==> src/rtl/enoc_network_interface.sv <==
// Network interface between a core and an eNoC router port: injection FIFO stamps {dest, LOC, payload}; ejection FIFO returns {src, payload}.
// Optional packet counters are built only when ENOC_NI_STATS_EN is defined.

module enoc_ni_fifo #(
    parameter int WIDTH = 8,
    parameter int DEPTH = 4
) (
    input  logic             clk,
    input  logic             reset_n,
    input  logic             push,
    input  logic [WIDTH-1:0] wdata,
    input  logic             pop,
    output logic [WIDTH-1:0] rdata,
    output logic             full,
    output logic             empty
);
    localparam int AW = $clog2(DEPTH);

    logic [WIDTH-1:0] mem [DEPTH];
    logic [AW-1:0]    wr_ptr;
    logic [AW-1:0]    rd_ptr;
    logic [AW:0]      count;

    // NOTE: storage has no reset; only pointers and count do, and an empty FIFO's stale head is masked downstream.
    always_ff @(posedge clk) begin
        if (push) begin
            mem[wr_ptr] <= wdata;
        end
    end

    // NOTE: sequential state is assigned with <= so every flop samples pre-edge values.
    always_ff @(posedge clk) begin
        if (!reset_n) begin
            wr_ptr <= '0;
            rd_ptr <= '0;
            count  <= '0;
        end else begin
            if (push) wr_ptr <= wr_ptr + AW'(1);
            if (pop)  rd_ptr <= rd_ptr + AW'(1);
            if (push && !pop) begin
                count <= count + (AW+1)'(1);
            end else if (pop && !push) begin
                count <= count - (AW+1)'(1);
            end
        end
    end

    assign full  = (count == (AW+1)'(DEPTH));
    assign empty = (count == '0);
    assign rdata = mem[rd_ptr];
endmodule

module enoc_network_interface #(
    parameter int LOC      = 0,
    parameter int DEST_W   = 4,
    parameter int DATA_W   = 32,
    parameter int TX_DEPTH = 4,
    parameter int RX_DEPTH = 4
) (
    input  logic                         clk,
    input  logic                         reset_n,
    input  logic [DATA_W-1:0]            i_core_data,
    input  logic [DEST_W-1:0]            i_core_dest,
    input  logic                         i_core_val,
    output logic                         o_core_rdy,
    output logic [2*DEST_W+DATA_W-1:0]   o_net_data,
    output logic                         o_net_val,
    input  logic                         i_net_en,
    input  logic [2*DEST_W+DATA_W-1:0]   i_net_data,
    input  logic                         i_net_val,
    output logic                         o_net_en,
    output logic [DATA_W-1:0]            o_core_rx_data,
    output logic [DEST_W-1:0]            o_core_rx_src,
    output logic                         o_core_rx_val,
    input  logic                         i_core_rx_rdy,
    output logic [1:0]                   o_err,
    output logic [15:0]                  o_tx_count,
    output logic [15:0]                  o_rx_count
);
    localparam int PKT_W  = 2*DEST_W + DATA_W;
    localparam int RX_W   = DEST_W + DATA_W;
    localparam logic [DEST_W-1:0] LOC_ADDR = DEST_W'(LOC);

    logic             tx_push, tx_pop, tx_full, tx_empty;
    logic [PKT_W-1:0] tx_head;
    logic             rx_push, rx_pop, rx_full, rx_empty;
    logic [RX_W-1:0]  rx_head;
    logic [DEST_W-1:0] rx_dest;

    // Injection path
    assign tx_push = i_core_val && !tx_full;
    assign tx_pop  = !tx_empty && i_net_en;

    enoc_ni_fifo #(.WIDTH(PKT_W), .DEPTH(TX_DEPTH)) u_tx_fifo (
        .clk     (clk),
        .reset_n (reset_n),
        .push    (tx_push),
        .wdata   ({i_core_dest, LOC_ADDR, i_core_data}),
        .pop     (tx_pop),
        .rdata   (tx_head),
        .full    (tx_full),
        .empty   (tx_empty)
    );

    assign o_core_rdy = !tx_full;
    assign o_net_val  = !tx_empty;
    assign o_net_data = tx_empty ? '0 : tx_head;

    // Ejection path: the dest field is only needed for the misroute check, so only {src, payload} is stored.
    assign rx_dest = i_net_data[PKT_W-1 -: DEST_W];
    assign rx_push = i_net_val && !rx_full;
    assign rx_pop  = !rx_empty && i_core_rx_rdy;

    enoc_ni_fifo #(.WIDTH(RX_W), .DEPTH(RX_DEPTH)) u_rx_fifo (
        .clk     (clk),
        .reset_n (reset_n),
        .push    (rx_push),
        .wdata   (i_net_data[RX_W-1:0]),
        .pop     (rx_pop),
        .rdata   (rx_head),
        .full    (rx_full),
        .empty   (rx_empty)
    );

    assign o_net_en       = !rx_full;
    assign o_core_rx_val  = !rx_empty;
    assign o_core_rx_data = rx_empty ? '0 : rx_head[DATA_W-1:0];
    assign o_core_rx_src  = rx_empty ? '0 : rx_head[RX_W-1 -: DEST_W];

    always_ff @(posedge clk) begin
        if (!reset_n) begin
            o_err <= 2'b00;
        end else begin
            if (i_net_val && rx_full)             o_err[0] <= 1'b1;
            if (rx_push && (rx_dest != LOC_ADDR)) o_err[1] <= 1'b1;
        end
    end

`ifdef ENOC_NI_STATS_EN
    always_ff @(posedge clk) begin
        if (!reset_n) begin
            o_tx_count <= 16'd0;
            o_rx_count <= 16'd0;
        end else begin
            if (tx_pop && (o_tx_count != 16'hFFFF)) o_tx_count <= o_tx_count + 16'd1;
            if (rx_pop && (o_rx_count != 16'hFFFF)) o_rx_count <= o_rx_count + 16'd1;
        end
    end
`else
    assign o_tx_count = 16'd0;
    assign o_rx_count = 16'd0;
`endif
endmodule

==> config.mk <==
export PLATFORM = sky130hd
export DESIGN_NAME = enoc_network_interface
export DESIGN_NICKNAME = d
export VERILOG_FILES = /design/src/rtl/enoc_network_interface.sv
export SDC_FILE = /design/constraint.sdc
export NUM_CORES = 1
export LEC_CHECK = 0
export ABC_CLOCK_PERIOD_IN_PS = 3100
export CORE_MARGIN = 2
export CORE_UTILIZATION = 40
export DETAILED_ROUTE_END_ITERATION = 8
export HOLD_SLACK_MARGIN = 0.05
export SETUP_SLACK_MARGIN = 0.4
export SYNTH_ARGS = -nofsm -noshare
export SYNTH_HDL_FRONTEND = slang
export SYNTH_SLANG_ARGS = --single-unit
==> constraint.sdc <==
create_clock -name clk -period 3.1 [get_ports clk]
set_input_delay 0.465 -clock clk [delete_from_list [all_inputs] [get_ports clk]]
set_output_delay 0.465 -clock clk [all_outputs]
set_load 0.03 [all_outputs]
# ---- After elaboration in Yosys (flattened, before gate mapping)
# Memory sizes are Yosys's and may differ from the RTL's. A register that Yosys moved wholly into a read port is not among the register bits.
# Index checks and enable logic that the tools add are counted.
dict set report op_classes {
  add_sub_neg 8
  n_mux 15
  n_eq_ne 2
  reduce_logical 23
}
# cell count
set op_table {}
lappend op_table {{$mux 40} 1}
lappend op_table {{$mux 32} 1}
lappend op_table {{$mux 3} 4}
lappend op_table {{$logic_and 1x1->1} 10}
lappend op_table {{$add 2x1->2 const B} 4}
lappend op_table {{$logic_not 1->1} 8}
lappend op_table {{$mux 2} 4}
lappend op_table {{$add 3x1->3 const B} 2}
lappend op_table {{$eq 3x3->1 const B} 2}
lappend op_table {{$logic_not 3->1} 2}
lappend op_table {{$sub 3x1->3 const B} 2}
lappend op_table {{$mux 1} 4}
lappend op_table {{$mux 4} 1}
lappend op_table {{$reduce_bool 2->1} 2}
lappend op_table {{$reduce_bool 4->1} 1}
dict set report word_totals {
  in_bits 82
  register_bits 16
  out_inout_bits 114
  ramBits 288
  mem_count 2
}
# memory words width read_ports rd_clocked_by_memory_dff write_ports line
set memory_table {}
lappend memory_table {u_rx_fifo.mem 4 36 1 1 1 19} ;# logic [WIDTH-1:0] mem [DEPTH];
lappend memory_table {u_tx_fifo.mem 4 36 1 1 1 19}

# ---- Depth between registers and ports, before layout
# Gate-level depths: netlist (run 1).
dict set report logic_depth {
  ltp_word 7
  depth_mapped 9
  mapped_depth_nobuf 8
}

# ---- By module
# A second synthesis (run 1) with hierarchy kept.
dict set report unflattened {
  cells_unflattened 616
  hier_area_um2 12881.1
}
# mod cells_each instances area_per_inst_um2
set by_module_without_submodules {}
lappend by_module_without_submodules {{enoc_ni_fifo at u_tx_fifo} 252 1 6262.3}
lappend by_module_without_submodules {{enoc_ni_fifo at u_rx_fifo} 231 1 5694.2}
lappend by_module_without_submodules {enoc_network_interface 133 1 924.6}

# ---- Worst setup path before layout (run 1)
# No wires, ideal clock.
dict set report synth_timing {
  path_kind {register to register}
  startpoint {reg u_rx_fifo.count[0]}
  endpoint {reg u_rx_fifo.count[2]}
  arrival_ns 2.277
  required_time_ns 3.024
  period_less_slack_ns 2.352
  path_stages_with_launch 10
  setup_slack_ns 0.748
  n_path_buf 1
  cell_sequence {dfxtp_1 -> or3b_4 -> and2_4 -> buf_6 -> ha_1 -> inv_1 -> fa_1 -> xor2_1 -> or3_2 -> a21boi_0}
}
dict set report synth_via {
  elab_chain_len 6
  elab_cells_between_ends 15
}
# item line
set synth_lines {}
lappend synth_lines {{start: declaration} 22} ;# logic [AW:0] count;
lappend synth_lines {{start signal: assignment} 41} ;# count <= count + (AW+1)'(1);
lappend synth_lines {{start signal: assignment} 43} ;# count <= count - (AW+1)'(1);
lappend synth_lines {{$eq 3x3->1 (*)} 48} ;# assign full = (count == (AW+1)'(DEPTH));
lappend synth_lines {{$logic_not 1->1 (*)} n/a}
lappend synth_lines {{net o_net_en} 71} ;# output logic o_net_en,
lappend synth_lines {{$logic_and 1x1->1 (*)} 111} ;# assign rx_push = i_net_val && !rx_full;
lappend synth_lines {{net rx_push} 86} ;# logic rx_push, rx_pop, rx_full, rx_empty;
lappend synth_lines {{$logic_not 1->1} 42} ;# end else if (pop && !push) begin
lappend synth_lines {{$logic_and 1x1->1} 42}
lappend synth_lines {{$reduce_bool 2->1 (no line)} n/a}
# The timed path passes the listed nets; every way through them passes the cells marked *. The select of a mux whose other input is x is not followed.
# A chain may end at the register's enable or synchronous reset.

==> impl.org, run 1 <==
** Worst setup path
- Req. time, crit path :: 2630 ps
- Bufs and invs on worst path :: 3
- Data on the critical path arrives at its endpoint at about 2200 ps.
- Largest delay share family, worst path :: buffers and inverters
- Crit end category :: primary output
- Critical-path maximum fanout :: 9
- Reg2reg start :: u_rx_fifo.count[0]$_SDFFE_PN0P_
- CP Cell Sequence :: buf_6, buf_8, mux4_2, nor2b_1, clkdlybuf4s15_1
- Largest stage delay on the critical path :: 520 ps
- CP max-delay cell :: mux4_2
- The worst setup path is launched from a flop.
- Startpoint-to-endpoint class of the critical path :: reg2out

** Yosys
- Part of the Yosys area used for sequential elements :: around 74%
- During synthesis, Yosys emitted a total of 0 warnings.
- Number of synthesized flops with an enable pin :: 288
- The mapped netlist covers about 12000 um2.
- Cell taking the most area after synthesis :: edfxtp_1
- Area contributors post-synth :: edfxtp_1, mux4_2, dfxtp_1
- The number of different library cells used by synthesis comes to 35.
- Main synth FF type :: edfxtp_1
- Area fraction of the dominant cell type after synthesis :: roughly 71%
- For this run, asynchronously set or reset flops after synthesis account for 0%.
- Synthesis inferred between 300 and 400 register bits.
- Avg Synthesized Cell Area :: 20.39 um2
- Cells after synthesis :: 600

** Clock network
- CTS tree :: built
- In this run the number of H-tree levels came out at 2.
- The longest clock path from root to sink contains 3 buffers.
- After clock tree synthesis, the clock-pin slew on the worst setup and hold paths is 60 ps.
- Clock latency on the worst-skew pair, taken at its later pin, is 490 ps.
- The root buffer cell chosen for the clock tree is clkbuf_16.
- Hold repair after CTS inserted 0 buffers.
- The clock net in this run drives a total of ~300 sinks.
- Buffers inserted during clock tree synthesis total 34.

** Power
- Total power consumption of the routed design :: approximately 14 mW
- Power spent charging and discharging nets :: 4.602 mW
- Power share of the clock group :: a little over a quarter
- Worst VDD drop :: 0.5378 mV
- Sw Share :: about a third
- Gate power share :: a little over a third
- Summed over all cells, the static leakage comes to roughly 5.3 nW.
- In this run the power density over the cells is 914.3 nW/um2.
- Cell internal power was estimated by the tool at around 9.4 mW.
- In this run, flip-flops and latches consume between 30% and 40% of the power.

** Route
- In the routed layout, each cell is associated on average with a via count of 4.993.
- Aggregate routed wire length :: around 23 mm
- Across all layers, the routed design uses approximately 6100 vias.
- DR iter-0 viols :: around 380
- Dividing the detail-routed wire length by the instance count gives roughly 19 um.
- In the routed design, unresolved DRC markers number 0.
- For this run, the detailed router's first-pass iteration total came to 4.
- Antenna-violating nets left :: 0

** Floorplanning
- Once the floorplan was initialized, standard cells occupied about two fifths of the core.
- The die is roughly 180 um wide.
- Area inside the core boundary :: between 30000 and 40000 um2
- Die height :: around 180 um
- # IOs :: 196
- The initialized floorplan defines 64 standard-cell rows.
- Total die area :: 31990 um2

** STA
- Worst-case headroom to the max-slew limit :: a little over half
- Final hold vios :: 0
- Time the worst path needs with I/O delays and setup :: 2682 ps
- Max Transition Viols Final :: 0
- Summed over all failing endpoints, the final setup total negative slack is 0 ps.
- Final Setup Violations :: 0
- Final Skew :: between 7 and 8 ps
- Worst-case hold slack :: roughly 500 ps
- Max Clock Freq :: 372.8 MHz
- At the pin with the least slew margin, the transition time is 691.8 ps.
- Tcrit/Tclk final :: 86.53%
- Unrepaired setup endpoints after global routing :: yes

** Status
- The flow ran to the end, and the final reports show no timing, DRC or antenna violations.

** Global route
- Entering global routing, the biggest net connects 40 pins.
- Vias in the first global route :: between 6000 and 7000
- Total congestion overflow :: 0
- Gr usage total :: 14.75%
- Initial antenna violation count :: 1
- Wire length of the first global-routing pass :: around 36 mm

** Placement
- Routability congestion estimate :: ~0.75
- Dpl cells :: 1146
- During placement, the flow inserted port buffers numbering about 160.
- The HPWL after detailed placement is between 10 and 15 mm.

** Finish
- At the end of the flow, the number of nets in the layout was approximately 890.
- The post-route netlist has between 20% and 30% of its cells at a drive strength greater than 1.
- Fin util :: 50.49%
- The area growth from synthesis to layout is 25.28%.
- Fill cells in the final layout number between 2000 and 2500.
- The count of cells in the finished layout, fillers not included, comes to between 1000 and 1500.

** Min path
- In this run the most critical hold path is launched from o_err[1]$_SDFFE_PN0P_.
- The path class of the tightest hold or removal check is reg2reg.

** Job
- Across the run, the number of max-cap violations was 0.
[power groups by stage]
stage	Sequential (mW)	Clock [mW]	Combinational, mW
floorplan	5.26	0	3.39
global placement	5.34	0	5.23
detailed placement	5.38	0	5.25
CTS	5.26	3.84	5.15
global route	5.30	4.00	5.38
finish	5.26	3.75	5.00
[Yosys cell counts, drive strengths merged, types with 5 or more instances]
cell / n
ha: 10
inv: 8
and2b: 21
mux4: 72
a21boi: 5
dfxtp: 20
clkbuf: 12
nor2b: 54
nand2: 11
and2: 11
mux2i: 6
buf: 51
edfxtp: 288
[cells by family (layout without fill, tap and decap cells)]
logic type / Yosys count / in the layout / share of synthesized area (%)
buf+inv: 71 / 251 / 3.877
fa+ha+maj: 12 / 12 / 1.350
mux: 78 / 78 / 13.78
xor+xnor: 6 / 6 / 0.4296
other cells: 1 / 37 / 0.03066
flops: 308 / 308 / 73.98
compound gates: 14 / 14 / 0.8081
simple gates: 110 / 110 / 5.749
[worst paths after layout]
path | endpoint | cells after the start | slack [ps]
hold reg to reg | o_err[1]$_SDFFE_PN0P_ | 1 | 490
hold / removal | o_err[1]$_SDFFE_PN0P_ | 1 | 490
setup / recovery | o_core_rx_data[23] | 5 | 420
setup reg to reg | u_rx_fifo.count[2]$_SDFFE_PN0P_ | 8 | 690
[through the flow]
stage	instance area, um2	setup slack (ps)
4_1_cts	15390	372.9
3_5_place_dp	14260	354.5
6_report	15320	417.5
5_1_grt	15320	343.9
2_1_floorplan	12360	747.5
3_3_place_gp	14260	456.1
[area by class of cell]
class | instances | area (um2) | area share (%)
sequential | 308 | 9059 | 59.12
clock buffer | 45 | 955.9 | 6.238
timing repair buffer | 185 | 1834 | 11.97
tap | 396 | 495.5 | 3.233
multi-input combinational | 256 | 2858 | 18.65
antenna | 1 | 2.502 | 0.01633
inverter | 8 | 30.03 | 0.1960
clock inverter | 13 | 88.84 | 0.5797
[cells in the final DEF (no fill, tap or decap), types with 5 or more instances in the layout]
cell	netlist	layout
edfxtp_1	288	288
clkdlybuf4s50_1	0	87
mux4_2	71	71
nor2b_1	54	54
clkbuf_16	0	37
conb_1	1	36
dlygate4sd2_1	0	28
clkbuf_2	2	22
and2b_1	21	21
dfxtp_1	20	16
clkdlybuf4s15_2	0	16
nand2_1	11	11
ha_1	10	10
buf_12	0	9
inv_1	8	8
clkbuf_1	9	8
buf_4	40	8
and2_1	10	6
mux2i_1	6	6
clkinv_1	0	6
buf_6	5	6
clkdlybuf4s15_1	0	5
[worst register-to-register path, cell delays in order (launching register included)]
cell      delay (ps)
dfxtp_1          500
or3b_4           230
and2_4           180
ha_1             180
inv_1             70
fa_1             430
xor2_1           180
or3_2            400
a21boi_0         170
[metal layers]
metal	track usage [%]	vias up	routed length, um
met3	4.008	36	1801
met1	18.28	3124	9510
met4	3.997	2	446
met5	0	-	13
met2	25.50	217	11580
li1	-	2673	-
[sequential cells by signal (all words and copies together), names as in the netlist, named ones only]
signal and flops:
u_tx_fifo.mem 144, u_tx_fifo.count 3, u_tx_fifo.rd_ptr 2, o_err 2
u_rx_fifo.rd_ptr 2, u_rx_fifo.count 3, u_rx_fifo.wr_ptr 2, u_tx_fifo.wr_ptr 2
u_rx_fifo.mem 144
[timing repair]
item | in CTS | in global routing
cloned | 1 | 0
buffers inserted | 5 | 1
endpoints found under the hold margin | 0 | 0
endpoints found under the setup margin | 73 | 47
gates resized for setup | 115 | 51
(Power assumes the default switching activity.)
==> run 2: changes to the inputs <==
--- a/config.mk
+++ b/config.mk
@@ -6,10 +6,14 @@
 export NUM_CORES = 1
 export LEC_CHECK = 0
 export ABC_CLOCK_PERIOD_IN_PS = 3100
-export CORE_MARGIN = 2
+export CELL_PAD_IN_SITES_DETAIL_PLACEMENT = 1
+export CELL_PAD_IN_SITES_GLOBAL_PLACEMENT = 2
+export CORE_MARGIN = 4
 export CORE_UTILIZATION = 40
 export DETAILED_ROUTE_END_ITERATION = 8
 export HOLD_SLACK_MARGIN = 0.05
+export MAX_ROUTING_LAYER = met4
+export PLACE_DENSITY_LB_ADDON = 0.1
 export SETUP_SLACK_MARGIN = 0.4
 export SYNTH_ARGS = -nofsm -noshare
 export SYNTH_HDL_FRONTEND = slang
==> run 2 against run 1 <==
Net effect:
- register-to-register slack got worse by 70 ps
- power rose by 3.2%
- maximum frequency rose by 1.7%
- clock skew rose by 1.3 ps
- sequential share of layout area fell by 0.72 points
- core utilization rose by 1.5 points
- via count fell by 0.78%
- critical path depth fell by 1
- critical path type unchanged
- flip-flop and latch count did not move
- worst setup slack improved by 45 ps
- global-route usage rose by 0.74 points
==> impl.org, run 2 (synthesized netlist as in run 1, its figures left out) <==
** STA
- Measured slew at the worst slew-check pin :: 723.2 ps (+31.46 ps)
- The final-report hold violation count came to 0 (unchanged).
- The final max-slew violation count came to 0 (unchanged).
- The relative slew slack was 51.63% (-2.1 points).
- Unrepaired setup endpoints after global routing :: yes
- The count of endpoints failing setup in the final report is 0 (unchanged).
- The clock period minus worst slack was 2638 ps (-44.84 ps).
- The highest clock frequency the design can meet is 379.1 MHz (+1.7%).
- The sum of negative setup slack came to 0 ps (unchanged).
- Tcrit/Tclk final :: 85.08% (-1.4 points)
- The clock tree skew after final layout is 9.085 ps (+1.258 ps).

** Worst setup path
- The arrival time of the worst setup path is 2170 ps (-50 ps).
- The worst setup path is launched from a flop.
- Critical-path maximum fanout :: 9 (unchanged)
- STA classifies the critical path endpoint as a primary output.
- Startpoint-to-endpoint class of the critical path :: reg2out
- Reg2Reg Setup Slack :: 620 ps (-70 ps)
- The data required time at the worst endpoint was 2630 ps (about the same).

** Route
- The routed length on met1 is 10.25 mm (+7.8%).
- Aggregate routed wire length :: 25.62 mm (+9.7%)
- The post-route antenna net violation count was 0 (unchanged).
- The length of routed met3 wiring is 1.713 mm (-4.9%).
- Number of iterations in the first detailed-routing pass :: 4 (unchanged)
- Routed length per instance :: 21.16 um (+9.8%)
- Met2 routed wirelength :: 13.17 mm (+14%)
- Number of vias per cell :: 4.959 (-0.69%)
- The detailed-route DRC error count was 0 (unchanged).
- DR iter-0 viols :: 315 (-17%)
- The via count of the routed design was 6005 (-0.78%).
- After detailed routing, no signal wire sits above met4.

** Floorplanning
- Floorplan die width :: 182.9 um (+2.2%)
- Effective utilization at floorplan :: 40.94% (+0.64 points)
- Area inside the core boundary :: 29870 um2 (-1.6%)
- The number of I/O pins is 196 (unchanged).
- The standard-cell row count came to 63 (-1.6%).
- The area of the die is 33440 um2 (+4.5%).
- Die height :: 182.9 um (+2.2%)

** Finish
- Top library cells by usage in the layout, fill and taps aside :: edfxtp_1, clkdlybuf4s50_1, mux4_2
- Biggest registers after layout :: u_rx_fifo.mem x144, u_tx_fifo.mem x144
- Layout cells sized above 1 :: 20.66% (-3.4 points)
- Relative area change from synthesis to final layout :: 26.86%
- Leaving out fill and tap cells, the most frequent cell in the layout is edfxtp_1.
- The count of fill cells added during filler insertion is 2721 (+10%).
- Non-filler instance count after layout :: 1211 (-0.083%)
- Total Nets Final :: 887 (unchanged)

** Clock network
- The count of buffers added by post-CTS timing repair for setup came to 0 (-5).
- Num CTS Buffers :: 34 (unchanged)
- The clock-pin slew reported for the worst setup and hold paths after clock tree synthesis is 60 ps (about the same).
- Clock Root Buffer :: clkbuf_16
- Clock sink count :: 308 (unchanged)
- CTS tree :: built
- Number of H-tree levels :: 2 (unchanged)
- The clock latency on the worst-skew pair came to 500 ps (about the same).
- The number of buffers on the longest clock path came to 3 (unchanged).

** Power
- Worst VDD drop :: 0.5722 mV (+6.4%)
- The leakage power figure came to 5.417 nW (+3.1%).
- The total power divided by cell area came to 931.5 nW/um2 (+1.9%).

** Placement
- Count of input and output buffers :: 159 (unchanged)
- The HPWL after detailed placement came to 15.60 mm (+12%).
- The number of cells after detailed placement was 1141 (-0.44%).
- Routability congestion estimate :: 0.7567 (+1.4%)

** Global route
- Vias in the first global route :: 6703 (+3.6%)
- The number of antenna violations at the first check in global routing is 2 (+1).
- Total congestion overflow :: 0 (unchanged)
- The first-pass GRT wire length was 38.75 mm (+7.6%).
- The largest net degree at the start of global routing came to 40 (unchanged).
- Gr usage total :: 15.49% (+0.74 points)

** Job
- Count of maximum capacitance violations :: 0 (unchanged)

** Min path
- The min-delay analysis places its worst path in the category reg2reg.

** Status
- The run finished with clean final reports.
run 2: worst max-delay path, stage by stage (launching register included):
cell	delay, ps
dfxtp_4	440
clkbuf_16	210
mux4_2	500
nor2b_1	160
dlygate4sd2_1	370
run 2: routing by layer:
| metal | GRT usage (%) | vias up |
|---|---|---|
| li1 | - | 2677 |
| met1 | 18.56 | 3095 |
| met2 | 26.70 | 193 |
| met3 | 3.709 | 40 |
| met4 | 3.814 | 0 |
| met5 | - | - |
run 2: where the power goes:
part / internal, mW / switching [mW] / total [mW]
Combinational: 2.13 / 2.92 / 5.05
Clock: 2.57 / 1.55 / 4.11
Sequential: 5.06 / 0.231 / 5.30
run 2: cell type report:
class | count | area [um2] | area share [%]
timing repair buffer | 185 | 1917 | 12.35
clock buffer | 40 | 937.1 | 6.039
sequential | 308 | 9061 | 58.39
inverter | 8 | 30.03 | 0.1935
multi-input combinational | 256 | 2858 | 18.42
antenna | 3 | 7.507 | 0.04838
clock inverter | 21 | 219.0 | 1.411
tap | 390 | 488.0 | 3.145
run 2: path summary, 6_finish.rpt:
kind | from | end | cells past startpoint
worst max register to register | u_rx_fifo.count[0]$_SDFFE_PN0P_ | u_rx_fifo.count[2]$_SDFFE_PN0P_ | 8
worst max-delay path | flop | o_core_rx_data[28] | 4
worst min-delay path | o_err[1]$_SDFFE_PN0P_ | o_err[1]$_SDFFE_PN0P_ | 1
worst min register to register | o_err[1]$_SDFFE_PN0P_ | o_err[1]$_SDFFE_PN0P_ | 1
run 2: timing repair:
item / CTS / global route
hold buffers: 0 / 0
resized for setup: 81 / 17
gates cloned: 2 / 4
setup endpoints to repair: 74 / 66
run 2: stage by stage:
step                      hold slack [ps]  util [%]  setup WS, ps  total power, mW  instance area (um2)
after global placement              475.8     47.77         436.5            10.61                14270
after detailed placement            493.9     47.77         343.2            10.68                14270
after CTS                           507.4     51.60         131.3            14.58                15420
final                               496.7     51.94         462.4            14.45                15520
after global routing                514.9     51.93         383.7            15.21                15510
after floorplan                     467.7         -         747.5            8.652                12360
==> run 3: changes to the inputs <==
--- a/config.mk
+++ b/config.mk
@@ -13,7 +13,7 @@
 export DETAILED_ROUTE_END_ITERATION = 8
 export HOLD_SLACK_MARGIN = 0.05
 export MAX_ROUTING_LAYER = met4
-export PLACE_DENSITY_LB_ADDON = 0.1
+export PLACE_DENSITY = 0.85
 export SETUP_SLACK_MARGIN = 0.4
 export SYNTH_ARGS = -nofsm -noshare
 export SYNTH_HDL_FRONTEND = slang
==> run 3 against run 2 <==
Net effect:
- wire length up 1.7%
- via count up 0.63%
- flip-flop and latch count unchanged
- first-iteration DRC count up 3.2%
- cell area down 0.79%
- sequential power about the same
- register-to-register slack better by 90 ps
- critical path type unchanged
==> impl.org, run 3 (synthesized netlist as in run 1, its figures left out) <==
** Power
- Worst VDD drop :: 0.7101 mV (+24%)
- The fraction of power consumed by combinational cells was 36.7% (+1.8 points).
- The total power divided by cell area is 915.2 nW/um2 (-1.7%).
- The internal power component came to 9.404 mW (-3.6%).
- Power spent charging and discharging nets :: 4.686 mW (-0.19%)
- Sw Share :: 33.26% (+0.78 points)
- The portion of total power attributed to the clock network is 25.7% (-2.8 points).
- The leakage power figure came to 5.361 nW (-1.0%).
- Seq pwr share :: 37.6% (+1.0 points)

** STA
- Unrepaired setup endpoints after global routing :: yes
- The worst hold margin was 485.2 ps (-11.45 ps).
- Worst-case headroom to the max-slew limit :: 53.05% (+1.4 points)
- The final-report hold violation count is 0 (unchanged).
- Final TNS setup :: 0 ps (unchanged)
- The clock period minus worst slack is 2686 ps (+48.28 ps).
- The count of endpoints failing setup in the final report was 0 (unchanged).
- The clock tree skew after final layout came to 16.11 ps (+7.026 ps).
- The slew at the pin with the worst max-slew slack came to 702.1 ps (-21.17 ps).
- Max Clock Freq :: 372.3 MHz (-1.8%)
- Setup ws final :: 414.1 ps (-48.28 ps)
- The share of the cycle needed by the critical path after routing came to 86.64% (+1.6 points).
- Max Transition Viols Final :: 0 (unchanged)

** Global route
- The all-layer global routing usage was 15.76% (+0.27 points).
- The largest net degree at the start of global routing came to 40 (unchanged).
- Wire length of the first global-routing pass :: 39.41 mm (+1.7%)
- The number of antenna violations at the first check in global routing was 2 (unchanged).
- Total congestion overflow :: 0 (unchanged)
- Vias in the first global route :: 6549 (-2.3%)

** Placement
- Instance area at placement :: 14260 um2 (-0.11%)
- Routability congestion estimate :: 0.6866 (-9.3%)
- Worst setup slack before clock tree synthesis :: 355.7 ps (+12.49 ps)
- Count of input and output buffers :: 159 (unchanged)
- The HPWL after detailed placement is 16.01 mm (+2.6%).

** Route
- Aggregate routed wire length :: 26.06 mm (+1.7%)
- The detailed router's first-iteration violation count was 325 (+3.2%).
- Number of DRC violations after detailed routing :: 0 (unchanged)
- The via count of the routed design came to 6043 (+0.63%).
- The routed via count divided by cell count was 4.933 (-0.52%).
- The post-route antenna net violation count is 0 (unchanged).
- Number of iterations in the first detailed-routing pass :: 4 (unchanged)
- Routed length per instance :: 21.28 um (+0.55%)

** Min path
- The tightest min-delay check is of the reg2reg type.
- The depth of the worst hold-timing path is 1 (unchanged).
- The path with the worst hold slack has its endpoint at o_err[1]$_SDFFE_PN0P_.
- Hold_sp :: o_err[1]$_SDFFE_PN0P_

** Clock network
- In this run the clock root is driven by a clkbuf_16.
- The quantity of hold-fixing buffers added after cts was 0 (unchanged).
- CTS clock-pin slew for the worst setup and hold paths :: 60 ps (about the same)
- TritonCTS built the clock tree.
- The depth of the CTS H-tree came to 2 (unchanged).
- The number of buffers on the longest clock path was 3 (unchanged).
- Source-to-sink clock delay at the later pin of the worst-skew pair :: 490 ps (about the same)
- The clock net sink count is 308 (unchanged).
- Num CTS Buffers :: 34 (unchanged)

** Floorplanning
- The area of the die was 33440 um2 (unchanged).
- Die height :: 182.9 um (unchanged)
- Effective utilization at floorplan :: 40.94% (unchanged)
- The floorplan die width was 182.9 um (unchanged).
- The number of I/O pins came to 196 (unchanged).
- Area inside the core boundary :: 29870 um2 (unchanged)
- The standard-cell row count came to 63 (unchanged).

** Finish
- In the final layout, the registers with the most flip-flops are u_rx_fifo.mem x144, u_tx_fifo.mem x144.
- The library cell used most frequently in the layout, excluding fill and tap cells, is edfxtp_1.
- The number of nets in the final layout was 906 (+2.1%).
- Relative area change from synthesis to final layout :: 25.86%
- Layout Cell Area excl Fill :: 15390 um2 (-0.79%)
- Top library cells by usage in the layout, fill and taps aside :: edfxtp_1, clkdlybuf4s50_1, mux4_2
- Layout cells sized above 1 :: 25.09% (+4.4 points)

** Worst setup path
- Reg2Reg Setup Slack :: 710 ps (+90 ps)
- Reg2reg start :: u_rx_fifo.count[0]$_SDFFE_PN0P_
- STA classifies the critical path endpoint as a primary output.
- Critical-path maximum fanout :: 16 (+7)
- CP Data Arrival Time :: 2220 ps (+50 ps)
- The depth of the worst register-to-register path was 8 (unchanged).
- Req. time, crit path :: 2630 ps (about the same)
- End of the worst register-to-register path :: u_rx_fifo.count[2]$_SDFFE_PN0P_
- The setup path with the least slack is of type reg2out.
- STA classifies the critical path startpoint as a flop.

** Job
- Count of maximum capacitance violations :: 0 (unchanged)

** Status
- The flow ran to the end, and the final reports show no timing, DRC or antenna violations.
[run 3: cell types whose count changed in the layout (fill, tap and decap cells not counted), moves of 6 or more]
| cell | before | now |
|---|---|---|
| buf_2 | 0 | 6 |
| dlygate4sd2_1 | 61 | 37 |
| buf_4 | 10 | 30 |
| clkbuf_2 | 4 | 22 |
[run 3: per-layer routing]
metal	global-route usage [%]	routed length, um	up-vias
li1	-	-	2706
met1	19.69	10530	3096
met2	26.09	13160	206
met3	4.423	1942	35
met4	3.308	435	0
met5	-	0	-
[run 3: what timing repair did]
item                                    4_1_cts  5_1_grt
endpoints found under the hold margin         0        0
buffers inserted                              3       20
endpoints found under the setup margin       74       54
gates cloned                                  3        1
gates resized for setup                     104       60
[run 3: area by class of cell]
| cell class | count | area [um2] |
|---|---|---|
| antenna | 2 | 5.005 |
| clock buffer | 43 | 905.9 |
| clock inverter | 14 | 91.34 |
| fill | 2719 | 14480 |
| inverter | 8 | 30.03 |
| multi-input combinational | 256 | 2858 |
| sequential | 308 | 9061 |
| tap | 390 | 488.0 |
| timing repair buffer | 204 | 1956 |
[run 3: worst max path at each step]
stage | start | end | slack [ps] | cells after the start
5_1_grt | flop | o_net_data[19] | 330 | 5
3_3_place_gp | i_net_val | u_rx_fifo.count[2]$_SDFFE_PN0P_ | 410 | 8
6_report | flop | o_net_data[13] | 410 | 5
3_5_place_dp | i_net_val | u_rx_fifo.count[2]$_SDFFE_PN0P_ | 360 | 8
4_1_cts | flop | o_core_rx_data[6] | 280 | 5
2_1_floorplan | u_rx_fifo.count[0]$_SDFFE_PN0P_ | u_rx_fifo.count[2]$_SDFFE_PN0P_ | 750 | 9
[run 3: power groups by stage]
stage               Combinational, mW  Sequential, mW  Clock, mW
finish                           5.17            5.29       3.62
global route                     5.56            5.34       3.93
CTS                              5.18            5.29       3.72
detailed placement               5.32            5.34          0
global placement                 5.26            5.31          0
floorplan                        3.39            5.26          0
[run 3: worst max-delay path, stage by stage, from the launching register on]
cell,delay (ps)
dfxtp_4,420
buf_12,170
buf_4,140
mux4_2,480
nor2b_1,150
dlygate4sd2_1,360
[run 3: metrics by stage]
step | cells | power [mW] | utilization, %
2_1_floorplan | 635 | 8.652 | -
3_3_place_gp | 1139 | 10.56 | 47.72
3_5_place_dp | 1139 | 10.67 | 47.72
4_1_cts | 1202 | 14.19 | 51.30
5_1_grt | 1225 | 14.84 | 51.53
6_report | 1225 | 14.09 | 51.53
